## src/rtl/eb_pkg.sv

```systemverilog
// Shared constants and helpers for the eb_rr_arb round-robin arbiter slice.
package eb_pkg;

   localparam int N_DEF     = 4;
   localparam int W_DEF     = 8;
   localparam int NLOG2_DEF = 2;

   // Increment with wrap to 0 at n-1, so non-power-of-2 channel counts never index past n-1.
   function automatic int unsigned inc_mod(input int unsigned v, input int unsigned n);
      if (v + 1 >= n) return 0;
      return v + 1;
   endfunction

endpackage

```

## src/rtl/eb_rr_pick.sv

```systemverilog
// Combinational wrap-around priority scan: first requester at or after ptr wins.
module eb_rr_pick #(
   parameter int N     = 4,
   parameter int NLOG2 = 2
) (
   input  logic [N-1:0]     req,
   input  logic [NLOG2-1:0] ptr,
   output logic [N-1:0]     grant,
   output logic [NLOG2-1:0] idx
);

   int               k;
   logic             found;
   logic [NLOG2-1:0] kk;

   always_comb begin
      grant = '0;
      idx   = '0;
      found = 1'b0;
      k     = 0;
      kk    = '0;
      for (int i = 0; i < N; i++) begin
         k = int'(ptr) + i;
         if (k >= N) k = k - N;
         kk = NLOG2'(k);
         if (!found && req[kk]) begin
            found     = 1'b1;
            grant[kk] = 1'b1;
            idx       = kk;
         end
      end
   end

endmodule

```

## src/rtl/eb_rr_arb.sv

```systemverilog
// N-to-1 round-robin arbiter with a one-entry registered output slot.
// Define EB_RR_ARB_LOCK_EN to add t_last and hold the grant for a whole packet.
module eb_rr_arb
   import eb_pkg::*;
#(
   parameter int N     = N_DEF,
   parameter int NLOG2 = NLOG2_DEF,
   parameter int W     = W_DEF
) (
   input  logic             clk,
   input  logic             reset,
   input  logic [N-1:0]     t_req,
   output logic [N-1:0]     t_ack,
   input  logic [N*W-1:0]   t_data,
`ifdef EB_RR_ARB_LOCK_EN
   input  logic [N-1:0]     t_last,
`endif
   output logic             i_0_req,
   input  logic             i_0_ack,
   output logic [W-1:0]     i_0_data,
   output logic [NLOG2-1:0] i_0_id
);

   // Handshake: a beat moves on a channel in any cycle where req and ack are both 1 at the
   // rising edge; req/data hold until acked, and ack may depend combinationally on req.
   logic             out_ready;
   logic             accept;
   logic             advance;
   logic [N-1:0]     req_elig;
   logic [N-1:0]     grant;
   logic [NLOG2-1:0] win_idx;
   logic [NLOG2-1:0] ptr;
   logic [NLOG2-1:0] ptr_inc;
   logic [W-1:0]     win_data;

`ifdef EB_RR_ARB_LOCK_EN
   logic             lock;
   logic [NLOG2-1:0] lock_id;
   logic [N-1:0]     lock_mask;

   always_comb begin
      lock_mask          = '0;
      lock_mask[lock_id] = 1'b1;
   end

   assign req_elig = lock ? (t_req & lock_mask) : t_req;
   assign advance  = t_last[win_idx];

   always_ff @(posedge clk) begin
      if (reset) begin
         lock    <= 1'b0;
         lock_id <= '0;
      end else if (accept) begin
         lock    <= !advance;
         lock_id <= win_idx;
      end
   end
`else
   assign req_elig = t_req;
   assign advance  = 1'b1;
`endif

   eb_rr_pick #(.N(N), .NLOG2(NLOG2)) u_pick (
      .req   (req_elig),
      .ptr   (ptr),
      .grant (grant),
      .idx   (win_idx)
   );

   assign out_ready = !i_0_req || i_0_ack;
   assign accept    = (|req_elig) && out_ready;
   assign t_ack     = grant & {N{out_ready}};
   assign ptr_inc   = NLOG2'(inc_mod(32'(win_idx), N));

   always_comb begin
      win_data = '0;
      for (int k = 0; k < N; k++) begin
         if (grant[k]) win_data = t_data[k*W +: W];
      end
   end

   // A drain and a new accept in the same cycle simply overwrite the slot: no bubble.
   always_ff @(posedge clk) begin
      if (reset) begin
         i_0_req  <= 1'b0;
         i_0_data <= '0;
         i_0_id   <= '0;
         ptr      <= '0;
      end else if (accept) begin
         i_0_req  <= 1'b1;
         i_0_data <= win_data;
         i_0_id   <= win_idx;
         if (advance) ptr <= ptr_inc;
      end else if (i_0_ack) begin
         i_0_req  <= 1'b0;
      end
   end

endmodule
```

## config.mk

```make
export PLATFORM = sky130hd
export DESIGN_NAME = eb_rr_arb
export DESIGN_NICKNAME = d
export VERILOG_FILES = /design/src/rtl/eb_pkg.sv /design/src/rtl/eb_rr_pick.sv /design/src/rtl/eb_rr_arb.sv
export SDC_FILE = /design/constraint.sdc
export NUM_CORES = 1
export LEC_CHECK = 0
export BUFFER_PORTS_ARGS = -buffer_cell sky130_fd_sc_hd__buf_2
export CORE_UTILIZATION = 47
export CTS_BUF_LIST = sky130_fd_sc_hd__clkbuf_8
export CTS_CLUSTER_SIZE = 14
export DETAILED_ROUTE_END_ITERATION = 8
export PLACE_DENSITY = 0.8
export SETUP_SLACK_MARGIN = 0.3
export SYNTH_ARGS = -nofsm -noshare
export SYNTH_HDL_FRONTEND = slang
export SYNTH_HIERARCHICAL = 1
export SYNTH_SLANG_ARGS = --single-unit
```

## constraint.sdc

```tcl
create_clock -name clk -period 3.8 [get_ports clk]
set_input_delay 0.57 -clock clk [delete_from_list [all_inputs] [get_ports clk]]
set_output_delay 0.57 -clock clk [all_outputs]
set_load 0.02 [all_outputs]
```

==> After elaboration in Yosys (flattened, before gate mapping) <==
Cells that the tools add are included.
{ "totals": {"ff_bits": 13, "out_inout_bits": 15} }
{ "classes": {"add_sub_neg": 8, "magnitude_cmp": 13, "n_mux": 39, "bitwise": 4, "n_reduce_logical": 15} }
{ "ops": {"columns": ["cell", "count"], "rows": [
  ["two-way mux 8 bit", 4],
  ["two-way mux 2 bit", 9],
  ["two-way mux 4 bit", 4],
  ["two-way mux 1 bit", 14],
  [">= comparator 3 bit (second input constant)", 4],
  ["less-than comparator 2 x 3 -> 1 bit (second input constant)", 4],
  ["bitwise OR 4 bit", 3],
  ["binary-select mux 1 bit (select 2 bit)", 4],
  ["demux 1 bit (select 2 bit)", 4],
  [">= comparator 2 x 1 -> 1 bit (second input constant)", 4],
  ["logical AND 1 bit", 8],
  ["subtractor 2 x 1 -> 2 bit (second input constant)", 4],
  ["adder 2 x 1 -> 3 bit (second input constant)", 2],
  ["adder 2 x 2 -> 3 bit (second input constant)", 2],
  ["AND 4 bit", 1],
  ["zero test 1 bit", 4],
  ["OR reduction 4 bit", 1],
  [">= comparator 2 x 3 -> 1 bit (second input constant)", 1],
  ["nonzero test 2 bit", 1],
  ["logical OR 1 bit", 1]
]} }

==> Logic depth before layout (Yosys ltp) <==
Gate-level depths: netlist of the first run.
{ "depth": {"word_depth": 18, "ltp_mapped": 12} }

==> Cells and area by module <==
The synthesis of the first run kept the hierarchy.
{ "by_module_without_submodules": {"columns": ["module", "instances", "cells_each", "area_each_um2"], "rows": [
  ["eb_rr_arb", 1, 80, 725.7],
  ["eb_rr_pick", 1, 65, 489.2]
]} }

==> Least setup slack after synthesis of the first run <==
OpenSTA, ideal clock, no wires.
{ "synth_path": {"path_type": "register to output", "start": "register ptr[0]", "end": "output port t_ack[1]", "arrival_ns": 2.596, "path_slack_ns": 0.634, "stages_incl_launch_ff": 11, "n_path_buf": 3, "cell_sequence": "dfxtp_1 -> buf_6 -> buf_2 -> inv_1 -> ha_1 -> mux4_2 -> or2_4 -> nor2b_4 -> a221o_2 -> clkbuf_1 -> and2_1"} }
{ "synth_between": {"elab_chain_len": 15} }
{ "synth_rtl": {"columns": ["item", "line_no", "rtl"], "rows": [
  ["start: declaration", "eb_rr_arb.sv:32", "logic [NLOG2-1:0] ptr;"],
  ["start signal: assignment", "eb_rr_arb.sv:93", "if (advance) ptr <= ptr_inc;"],
  ["branches (longest 13 deep; another with adder 2 x 1 -> 3 bit)", null, null],
  ["two-way mux 4 bit (*)", "eb_rr_pick.sv:26", "if (!found && req[kk]) begin"],
  ["net grant[1]", "eb_rr_arb.sv:30", "logic [N-1:0] grant;"],
  ["AND 4 bit (*)", "eb_rr_arb.sv:72", "assign t_ack = grant & {N{out_ready}};"],
  ["end: declaration", "eb_rr_arb.sv:13", "output logic [N-1:0] t_ack,"]
]} }
Mark *: on every way through the listed nets, which the timed path passes. The select of a mux whose other input is x is not followed.

==> Worst setup path after layout of the first run <==
{ "layout_path": {"start": "register ptr[0]", "end": "output port t_ack[3]"} }
The elaborated chain is that of the path after synthesis.

==> results of run 1 <==
## power by group
| group | switching, mW | total, mW | internal [mW] |
|---|---|---|---|
| Sequential | 0.0179 | 0.197 | 0.179 |
| Clock | 0.0504 | 0.122 | 0.0713 |
| Combinational | 0.439 | 0.756 | 0.318 |
## synthesized netlist by cell type, types with 2 or more instances
master	number
buf_6	2
o32ai_1	8
nand3_1	3
a221o_2	4
ha_1	6
a31oi_1	2
nor2b_4	2
buf_2	3
a221oi_1	8
clkbuf_1	4
nor3b_1	2
and3b_1	2
o22ai_1	7
inv_1	3
nor2_1	5
or2_2	2
clkbuf_2	3
mux2i_1	2
nor2b_1	2
mux4_2	3
a21oi_1	6
or3_1	2
o21ai_0	13
nand2_1	10
nand2b_1	12
and2_1	3
dfxtp_1	13
## worst max-delay path, stage by stage (launching register included)
cell	delay [ns]
dfxtp_1	0.32
inv_1	0.08
ha_1	0.42
mux4_2	0.40
or2_4	0.29
nor2b_4	0.14
a221o_2	0.19
clkinv_1	0.23
nor2_1	0.16
buf_2	0.17
## area by class of cell
type                            instances  share of cell area (%)
Multi-Input combinational cell        116                    57.7
Timing Repair Buffer                   55                    18.6
Inverter                                4                   0.994
Clock buffer                            3                    2.73
Tap cell                               30                    2.49
Clock inverter                          1                   0.249
Sequential cell                        13                    17.2
## registers in the layout, summed over array words and instances (netlist names)
signal    cells
i_0_data      8
i_0_id        2
i_0_req       1
ptr           2
## cell families after synthesis
logic type / after synthesis / share of synthesized area (%)
AO/OA/AOI/OAI: 54 / 31.8
buffers and inverters: 16 / 6.80
multiplexers: 5 / 7.21
AND/OR/NAND/NOR: 51 / 26.6
flip-flops: 13 / 21.4
adder cells (fa/ha/maj): 6 / 6.18
## cell usage in the layout (no fill, tap or decap), types with 3 or more instances in the layout
cell,n
and2_1,3
nand3_1,3
inv_1,4
nand2b_1,12
a21oi_1,6
nand2_1,10
o22ai_1,7
ha_1,6
o21ai_0,13
mux4_2,3
dfxtp_1,13
a221oi_1,8
a221o_2,4
nor2_1,5
clkbuf_8,3
o32ai_1,8
buf_2,53
## metal layers
metal | up-vias | GRT usage [%] | wire (µm)
met5 | - | 0 | 0
met4 | 0 | 3.95 | 16
met3 | 2 | 3.48 | 219
li1 | 659 | - | -
met1 | 606 | 28.0 | 1340
met2 | 63 | 45.1 | 1710
## through the flow
| step | utilization, % | hold WS (ns) | instances |
|---|---|---|---|
| floorplan | - | 0.499 | 145 |
| global placement | 59.7 | 0.471 | 218 |
| detailed placement | 59.7 | 0.468 | 218 |
| CTS | 61.5 | 0.476 | 222 |
| global route | 61.5 | 0.519 | 222 |
| finish | 61.5 | 0.472 | 222 |
## worst max-delay path by stage
| stage | from | end | depth (start not counted) |
|---|---|---|---|
| after floorplan | ptr[0] | t_ack[1] | 10 |
| after global routing | ptr[0] | t_ack[3] | 8 |
| final | ptr[0] | t_ack[3] | 9 |
| after detailed placement | t_req[3] | t_ack[3] | 8 |
| after global placement | t_req[3] | t_ack[3] | 8 |
| after CTS | ptr[0] | t_ack[3] | 9 |
==> impl_metrics.json, run 1 <==
{
  "syn-num-nets": 190,
  "rsz0062_at_grt": "false",
  "gp_congestion": 0.782,
  "power_density_nw_per_um2": 712,
  "timing.rr.start": "ptr[0]",
  "grt_max_degree": 19,
  "core_area_um2": 2450,
  "synth_edf_count": 0,
  "die_area_um2": 2790,
  "post_cts_buffers": 0,
  "worstReg2RegEnd": "i_0_data[7]",
  "period_needed_ns": 3.23,
  "setup-violations-final": 0,
  "first_iter_violations": 38,
  "clk_latency_ns": 0.24,
  "path_class": "register to output pin",
  "worstPathArrival_ns": 2.66,
  "fp.dieW_um": 52.8,
  "nNetsFinal": 238,
  "fin_area_um2": 1510,
  "worst_pin_slew_ns": 0.619,
  "fmax_ghz": 0.310,
  "drv_slew": 0,
  "ys_seq_elements": 13,
  "wirelength_mm": 3.29,
  "cts_tree": "built",
  "hpwl_mm": 2.55,
  "clock_sinks": 13,
  "remaining_drc_errors": 2,
  "syn_area_um2": 1210,
  "ios": 54,
  "pre_cts_ws_ns": 0.722,
  "grt_pass1_vias": 1131,
  "ctsLongestPathBuffers": 2,
  "vias_per_cell": 5.99,
  "cts_root_buf": "clkbuf_8",
  "hold_path_depth": 2,
  "synth-main-ff-cell": "dfxtp_1",
  "clk_pin_slew_ns": 0.05,
  "ys.warnings.count": 6,
  "dr.pass1.iters": 6,
  "slew_headroom_pct": 58.3,
  "cts_hold_buf": 0,
  "num_rows": 18,
  "postPlaceCellArea_um2": 1470,
  "area_growth_pct": 24.3,
  "cts_resized": 0,
  "async_reset_ff_share_pct": 0,
  "final_antenna_net_count": 0,
  "synth_area_per_cell_um2": 8.38,
  "antenna_found_initial": 0,
  "hold_path_class": "register to register",
  "seq_area_frac_synth_pct": 21.4,
  "cp-start-kind": "register",
  "grt_pass1_wl_mm": 4.91,
  "routedWlPerCell_um": 14.8,
  "num_vias": 1330,
  "cts_buffers": 3,
  "hold_end": "i_0_id[0]",
  "synth_top_area_share_pct": 21.4,
  "r2r_cells": 9,
  "finalCritPeriodShare_pct": 84.9,
  "synthTopCellsByArea": "dfxtp_1 21%, ha_1 6.2%, nand2b_1 6.2%",
  "max_cap_violations": 0,
  "cts.htree.levels": 1,
  "overflow": 0,
  "crit_path_end_kind": "output pin",
  "power.leakage_nw": 0.654,
  "skew_ns": 0.00312,
  "crit_required_ns": 3.23,
  "p_total_mw": 1.07,
  "hold_viol_final": 0,
  "track_usage_pct": 23.8,
  "start_util_pct": 49.5,
  "status": "finished with violations",
  "reg2reg_slack_ns": 0.94,
  "synth_top_area_cell": "dfxtp_1",
  "worstHoldStart": "i_0_id[0]",
  "irDropWorstVdd_mv": 0.367,
  "drive_gt1_share_pct": 38.0,
  "multi_input_area_um2": 872,
  "worst_slack_ns": 0.573,
  "crit_fanout": 9,
  "register_area_um2": 260,
  "synth_cell_types": 40,
  "n_fill_cell": 224,
  "die-height_um": 52.8,
  "violations": "design-rule violations",
  "antenna_cells": 0,
  "tns_ns": 0,
  "netlist_instances": 145,
  "port_buffers": 53
}
Power figures use the tool's default switching activity.
==> inputs of run 2 (changes only) <==
- ABC_AREA: unset -> 1
- CORE_UTILIZATION: 47 -> 45
- PLACE_DENSITY: 0.8 -> 0.78
- clock period: 3.8 -> 2.9 ns (I/O delays scaled with it)
==> run 2 against run 1 <==
Effect of this change:
- the run now ends clean
- utilization down 0.43 points
- synthesized cell count up 46%
- non-clock buffer count up 6
- hold slack worse by 0.0079 ns
- clock skew down 0.0012 ns
- sequential share of layout area down 1.7 points
- critical path depth up 2
- final cell count up 36%
- setup slack worse by 0.15 ns
- die area up 14%
- critical path type unchanged
- largest cell class unchanged
==> impl_metrics.json, run 2 <==
{
  "area_growth_pct": 27.9,
  "track_usage_pct": 20.7,
  "crit_family": "buffers and inverters",
  "remaining_drc_errors": 0,
  "antenna_found_initial": 0,
  "crit_slowest_cell": "dfxtp_1",
  "ys_seq_elements": 13,
  "core_area_um2": 2780,
  "p_total_mw": 2.28,
  "cts_tree": "built",
  "setup-violations-final": 0,
  "grt_pass1_wl_mm": 5.40,
  "crit_path_end_kind": "output pin",
  "irDropWorstVdd_mv": 0.875,
  "synth-main-ff-cell": "dfxtp_1",
  "worst_pin_slew_ns": 0.334,
  "layout_common_cells": "66 x nand2_1, 53 x buf_2, 24 x nand3_1",
  "start_util_pct": 47.8,
  "reg_top3": "i_0_data: 8 flops, i_0_id: 2 flops, ptr: 2 flops",
  "final_antenna_net_count": 0,
  "ios": 54,
  "hold_path_class": "register to register",
  "slew_headroom_pct": 77.7,
  "worstPathArrival_ns": 2.04,
  "grt_pass1_vias": 1303,
  "ctsLongestPathBuffers": 2,
  "power_frac_clock_pct": 6.8,
  "overflow": 0,
  "wirelength_mm": 3.29,
  "cts_buffers": 3,
  "hpwl_mm": 2.53,
  "routedWlPerCell_um": 10.9,
  "die-height_um": 56.3,
  "gp_congestion": 0.858,
  "dr.pass1.iters": 4,
  "num_rows": 19,
  "drive_gt1_share_pct": 38.1,
  "power.leakage_nw": 0.915,
  "synth_cell_types": 25,
  "clock_sinks": 13,
  "cts_root_buf": "clkbuf_8",
  "swShare_pct": 54.5,
  "pwr-share-seq_pct": 13.7,
  "seq_area_frac_synth_pct": 19.6,
  "synth_edf_count": 0,
  "port_buffers": 53,
  "final_common_cell": "nand2_1",
  "ys_top_cells_by_count": "66 x nand2_1, 24 x nand3_1, 20 x nor2_1, 18 x a21oi_1, 13 x dfxtp_1",
  "max_stage_delay_ns": 0.31,
  "fmax_ghz": 0.404,
  "skew_ns": 0.00192,
  "p_int_mw": 1.04,
  "synth_top_area_share_pct": 19.6,
  "power_density_nw_per_um2": 1340,
  "power.switching_mw": 1.25,
  "grt_max_degree": 21,
  "cp-start-kind": "register",
  "yosysMostFrequentCell": "nand2_1",
  "syn_area_um2": 1330,
  "cp_common_cell": "nand3_1",
  "crit_fanout": 9,
  "p_comb_share_pct": 79.5,
  "top_register": "i_0_data",
  "period_needed_ns": 2.48,
  "die_area_um2": 3170,
  "synth_area_per_cell_um2": 6.27,
  "multi_input_area_um2": 957,
  "first_iter_violations": 76,
  "nNetsFinal": 316,
  "vias_per_cell": 4.98,
  "cp.buffers_inverters": 4,
  "ys.warnings.count": 6,
  "fp.dieW_um": 56.3,
  "n_fill_cell": 271,
  "register_area_um2": 264,
  "crit_required_ns": 2.47,
  "antenna_cells": 0,
  "drv_slew": 0,
  "rsz0062_at_grt": "false",
  "syn-num-nets": 257,
  "async_reset_ff_share_pct": 0,
  "num_vias": 1499,
  "finalCritPeriodShare_pct": 85.4,
  "status": "finished clean",
  "tns_ns": 0,
  "clk_pin_slew_ns": 0.05,
  "netlist_instances": 212,
  "max_cap_violations": 0,
  "synth_top_area_cell": "dfxtp_1",
  "cts.htree.levels": 1,
  "path_class": "register to output pin",
  "hold_viol_final": 0,
  "crit_chain": "inv_2 > ha_4 > inv_1 > nand3_1 > nand2_1 > nor2_4 > a21oi_1 > nand3_1 > inv_4 > nor2_1 > buf_2",
  "synthTopCellsByArea": "dfxtp_1 20%, nand2_1 19%, nand3_1 9.0%",
  "largest_reg_flops": 8,
  "clk_latency_ns": 0.24
}
## run 2: changes by cell type in the layout (fill, tap and decap cells not counted), moves of 12 or more
| cell | before | now |
|---|---|---|
| nand3_1 | 3 | 24 |
| a21oi_1 | 6 | 18 |
| o21ai_0 | 13 | 0 |
| nand2b_1 | 12 | 0 |
| nor2_1 | 5 | 19 |
| nand2_1 | 10 | 66 |
## run 2: power groups by stage
stage	clock (mW)	sequential [mW]	combinational (mW)
after floorplan	0	0.412	1.25
after global placement	0	0.313	1.66
after detailed placement	0	0.316	1.68
after CTS	0.157	0.313	1.76
after global routing	0.164	0.327	2.03
final	0.155	0.314	1.81
## run 2: cells by family after synthesis
kind of cell,count (synthesis),share of synthesized area [%]
simple gates,136,48.9
buf+inv,25,10.4
compound gates,32,15.5
fa+ha+maj,6,5.65
flops,13,19.6
## run 2: what timing repair did
action,CTS,global route
cloned,0,1
resized for setup,4,2
hold buffers,0,0
setup endpoints to repair,4,4
buffers inserted,2,1
pin swaps,1,1
## run 2: per-stage QoR
| step | utilization (%) | instances | hold WS, ns | cell area (µm²) | worst slack [ns] |
|---|---|---|---|---|---|
| after floorplan | - | 212 | 0.497 | 1330 | 0.340 |
| after global placement | 57.6 | 293 | 0.450 | 1600 | 0.355 |
| after detailed placement | 57.6 | 293 | 0.464 | 1600 | 0.286 |
| after CTS | 60.5 | 299 | 0.475 | 1680 | 0.358 |
| after global routing | 61.1 | 301 | 0.502 | 1700 | 0.289 |
| final | 61.1 | 301 | 0.464 | 1700 | 0.424 |
## run 2: path summary, 6_finish.rpt
check | slack (ns) | end | depth (start not counted) | from
worst max-delay path | 0.42 | t_ack[1] | 11 | ptr[0]
worst min-delay path | 0.46 | i_0_id[1] | 2 | i_0_id[1]
worst max register to register | 0.75 | i_0_data[0] | 15 | ptr[0]
worst min register to register | 0.46 | i_0_id[1] | 2 | i_0_id[1]
## run 2: routing by layer
| metal | vias to the layer above | global-route usage (%) | wire [µm] |
|---|---|---|---|
| met3 | 2 | 2.53 | 209 |
| met4 | 0 | 6.27 | 17 |
| met2 | 54 | 32.7 | 1490 |
| li1 | 809 | - | - |
| met5 | - | 0 | 0 |
| met1 | 634 | 29.3 | 1570 |
## run 2: worst min-delay path: stages (launching register included)
cell,delay [ns]
dfxtp_1,0.30
nand2_1,0.06
a21oi_1,0.06
## run 2: cell type report
type,count,area share (%)
clock buffer,3,2.43
clock inverter,1,0.221
inverter,17,4.05
multi-input combinational,175,56.3
sequential,13,15.5
tap,31,2.28
timing repair buffer,61,19.1
==> inputs of run 3 (changes only) <==
- CORE_UTILIZATION: 45 -> 44
- CTS_BUF_LIST: sky130_fd_sc_hd__clkbuf_8 -> sky130_fd_sc_hd__clkbuf_8 sky130_fd_sc_hd__clkbuf_16
- PLACE_DENSITY: 0.78 -> 0.76
- SYNTH_HIERARCHICAL: 1 -> unset
==> run 3 against run 2 <==
Effect of this change:
- power rose by 8.0%
- largest cell class unchanged
- critical path depth rose by 2
- non-clock buffer count rose by 1
- hold slack got worse by 0.0092 ns
- highest routed layer unchanged
- synthesized area rose by 5.0%
==> impl_metrics.json, run 3 <==
{
  "start_util_pct": 46.1,
  "final_common_cell": "buf_2",
  "vias_per_cell": 4.88,
  "hold_viol_final": 0,
  "ys_seq_elements": 13,
  "crit_fanout": 6,
  "cp_common_cell": "nand2_1",
  "core_area_um2": 3030,
  "skew_ns": 0.00627,
  "drv_slew": 0,
  "first_iter_violations": 52,
  "synth_top_area_cell": "dfxtp_1",
  "dr.pass1.iters": 4,
  "top_register": "i_0_data",
  "max_stage_delay_ns": 0.34,
  "final_cells": 303,
  "ys.warnings.count": 0,
  "clk_latency_ns": 0.24,
  "num_vias": 1480,
  "power.leakage_nw": 0.980,
  "num_rows": 20,
  "crit_family": "simple AND/OR/NAND/NOR gates",
  "gp_congestion": 0.869,
  "synth_top_area_share_pct": 18.7,
  "cts.htree.levels": 1,
  "ctsLongestPathBuffers": 2,
  "wirelength_mm": 3.50,
  "hold_path_class": "primary input to register",
  "ios": 54,
  "hpwl_mm": 2.66,
  "postPlaceCellArea_um2": 1680,
  "seq_area_frac_synth_pct": 18.7,
  "crit_path_end_kind": "output pin",
  "placed_cells": 292,
  "slew_headroom_pct": 52.1,
  "async_reset_ff_share_pct": 0,
  "synth_edf_count": 0,
  "drive_gt1_share_pct": 41.3,
  "irDropWorstVdd_mv": 0.881,
  "synth_cell_types": 30,
  "track_usage_pct": 20.9,
  "layout_common_cells": "53 x buf_2, 42 x nand2_1, 25 x inv_1",
  "cp.buffers_inverters": 5,
  "syn-num-nets": 245,
  "synth_area_per_cell_um2": 7.01,
  "period_needed_ns": 2.38,
  "netlist_instances": 199,
  "p_total_mw": 2.46,
  "ys_top_cells_by_count": "42 x nand2_1, 24 x a21oi_1, 24 x inv_1, 15 x o21ai_0",
  "overflow": 0,
  "nNetsFinal": 306,
  "clock_sinks": 13,
  "crit_slowest_cell": "dfxtp_1",
  "routedWlPerCell_um": 11.6,
  "rsz0062_at_grt": "false",
  "setup-violations-final": 0,
  "finalCritPeriodShare_pct": 81.9,
  "crit_chain": "inv_2 > ha_4 > inv_1 > nand2_1 > nand2_1 > nor2_4 > nand3_2 > inv_2 > nand2_2 > nand3_4 > nand2_1 > inv_1 > buf_2",
  "synthTopCellsByArea": "dfxtp_1 19%, nand2_1 11%, a21oi_1 8.6%",
  "remaining_drc_errors": 0,
  "grt_pass1_vias": 1230,
  "final_antenna_net_count": 0,
  "worstPathArrival_ns": 1.94,
  "fmax_ghz": 0.421,
  "antenna_cells": 0,
  "port_buffers": 53,
  "largest_reg_flops": 8,
  "status": "finished clean",
  "synth-main-ff-cell": "dfxtp_1",
  "cts_root_buf": "clkbuf_8",
  "power_density_nw_per_um2": 1380,
  "grt_max_degree": 17,
  "worst_pin_slew_ns": 0.716,
  "cts_hold_buf": 0,
  "syn_area_um2": 1400,
  "fin_util_pct": 59.2,
  "antenna_found_initial": 0,
  "reg_top3": "i_0_data: 8 flops, i_0_id: 2 flops",
  "die_area_um2": 3400,
  "cp-start-kind": "register",
  "path_class": "register to output pin",
  "cts_tree": "built",
  "grt_pass1_wl_mm": 5.55,
  "yosysMostFrequentCell": "nand2_1",
  "fin_area_um2": 1790,
  "tns_ns": 0,
  "fp.dieW_um": 58.3,
  "die-height_um": 58.3,
  "clk_pin_slew_ns": 0.05,
  "area_growth_pct": 28.4,
  "crit_required_ns": 2.47,
  "max_cap_violations": 0,
  "cts_buffers": 3
}
[run 3: cell count changes in the layout (fill, tap and decap cells not counted), sizes merged, moves of 7 or more]
cell   before  now
o21ai       0   15
inv        18   30
nand2      78   54
nor2       26   10
nand3      26   19
a21oi      27   35
[run 3: stage by stage]
stage | setup WS [ns] | hold slack (ns)
4_1_cts | 0.326 | 0.453
5_1_grt | 0.359 | 0.465
3_5_place_dp | 0.521 | 0.489
2_1_floorplan | 0.510 | 0.595
3_3_place_gp | 0.563 | 0.475
6_report | 0.524 | 0.455
[run 3: cells by family (layout without fill, tap and decap cells)]
kind of cell	count (synthesis)	in the layout	share of synthesized area, %
simple gates	88	88	37.7
fa+ha+maj	7	7	6.28
compound gates	56	56	25.3
flops	13	13	18.7
buf+inv	35	95	12.1
[run 3: final timing paths]
kind / start / end / slack [ns] / cells past startpoint
min: reset / i_0_id[0] / 0.46 / 4
max reg2reg: ptr[1] / i_0_data[2] / 0.81 / 14
max: ptr[1] / t_ack[3] / 0.52 / 13
min reg2reg: i_0_id[1] / i_0_id[1] / 0.50 / 2
[run 3: timing repair]
| item | CTS | global route |
|---|---|---|
| setup buffers | 3 | 4 |
| gates resized for setup | 0 | 3 |
| endpoints found under the setup margin | 3 | 4 |
| pin swaps | 2 | 2 |
[run 3: where the power goes]
group	leakage [nW]	internal (mW)	switching [mW]
registers	0.108	0.251	0.0356
clock network	0.0269	0.0934	0.0640
logic	0.844	0.748	1.27
[run 3: tightest hold or removal path: cells and delay by family]
| kind | cells | cell delay, ns |
|---|---|---|
| compound gates | 1 | 0.06 |
| buf+inv | 2 | 0.12 |
| simple gates | 1 | 0.04 |
[run 3: metal layers]
layer  part of all wire [%]  track usage (%)  vias to the layer above
li1                       -                -                      777
met1                     49             29.2                      666
met2                     46             34.5                       30
met3                    2.8            0.879                        7
met4                    1.9             7.14                        0
met5                      0                0                        -
[run 3: layout make-up]
type | instances | area (µm²)
fillers | 287 | 1240
multi-input cells | 151 | 978
clock inverters | 1 | 3.75
well taps | 44 | 55.1
clock buffers | 3 | 41.3
repair buffers | 62 | 333
inverters | 29 | 119
flip-flops and latches | 13 | 262
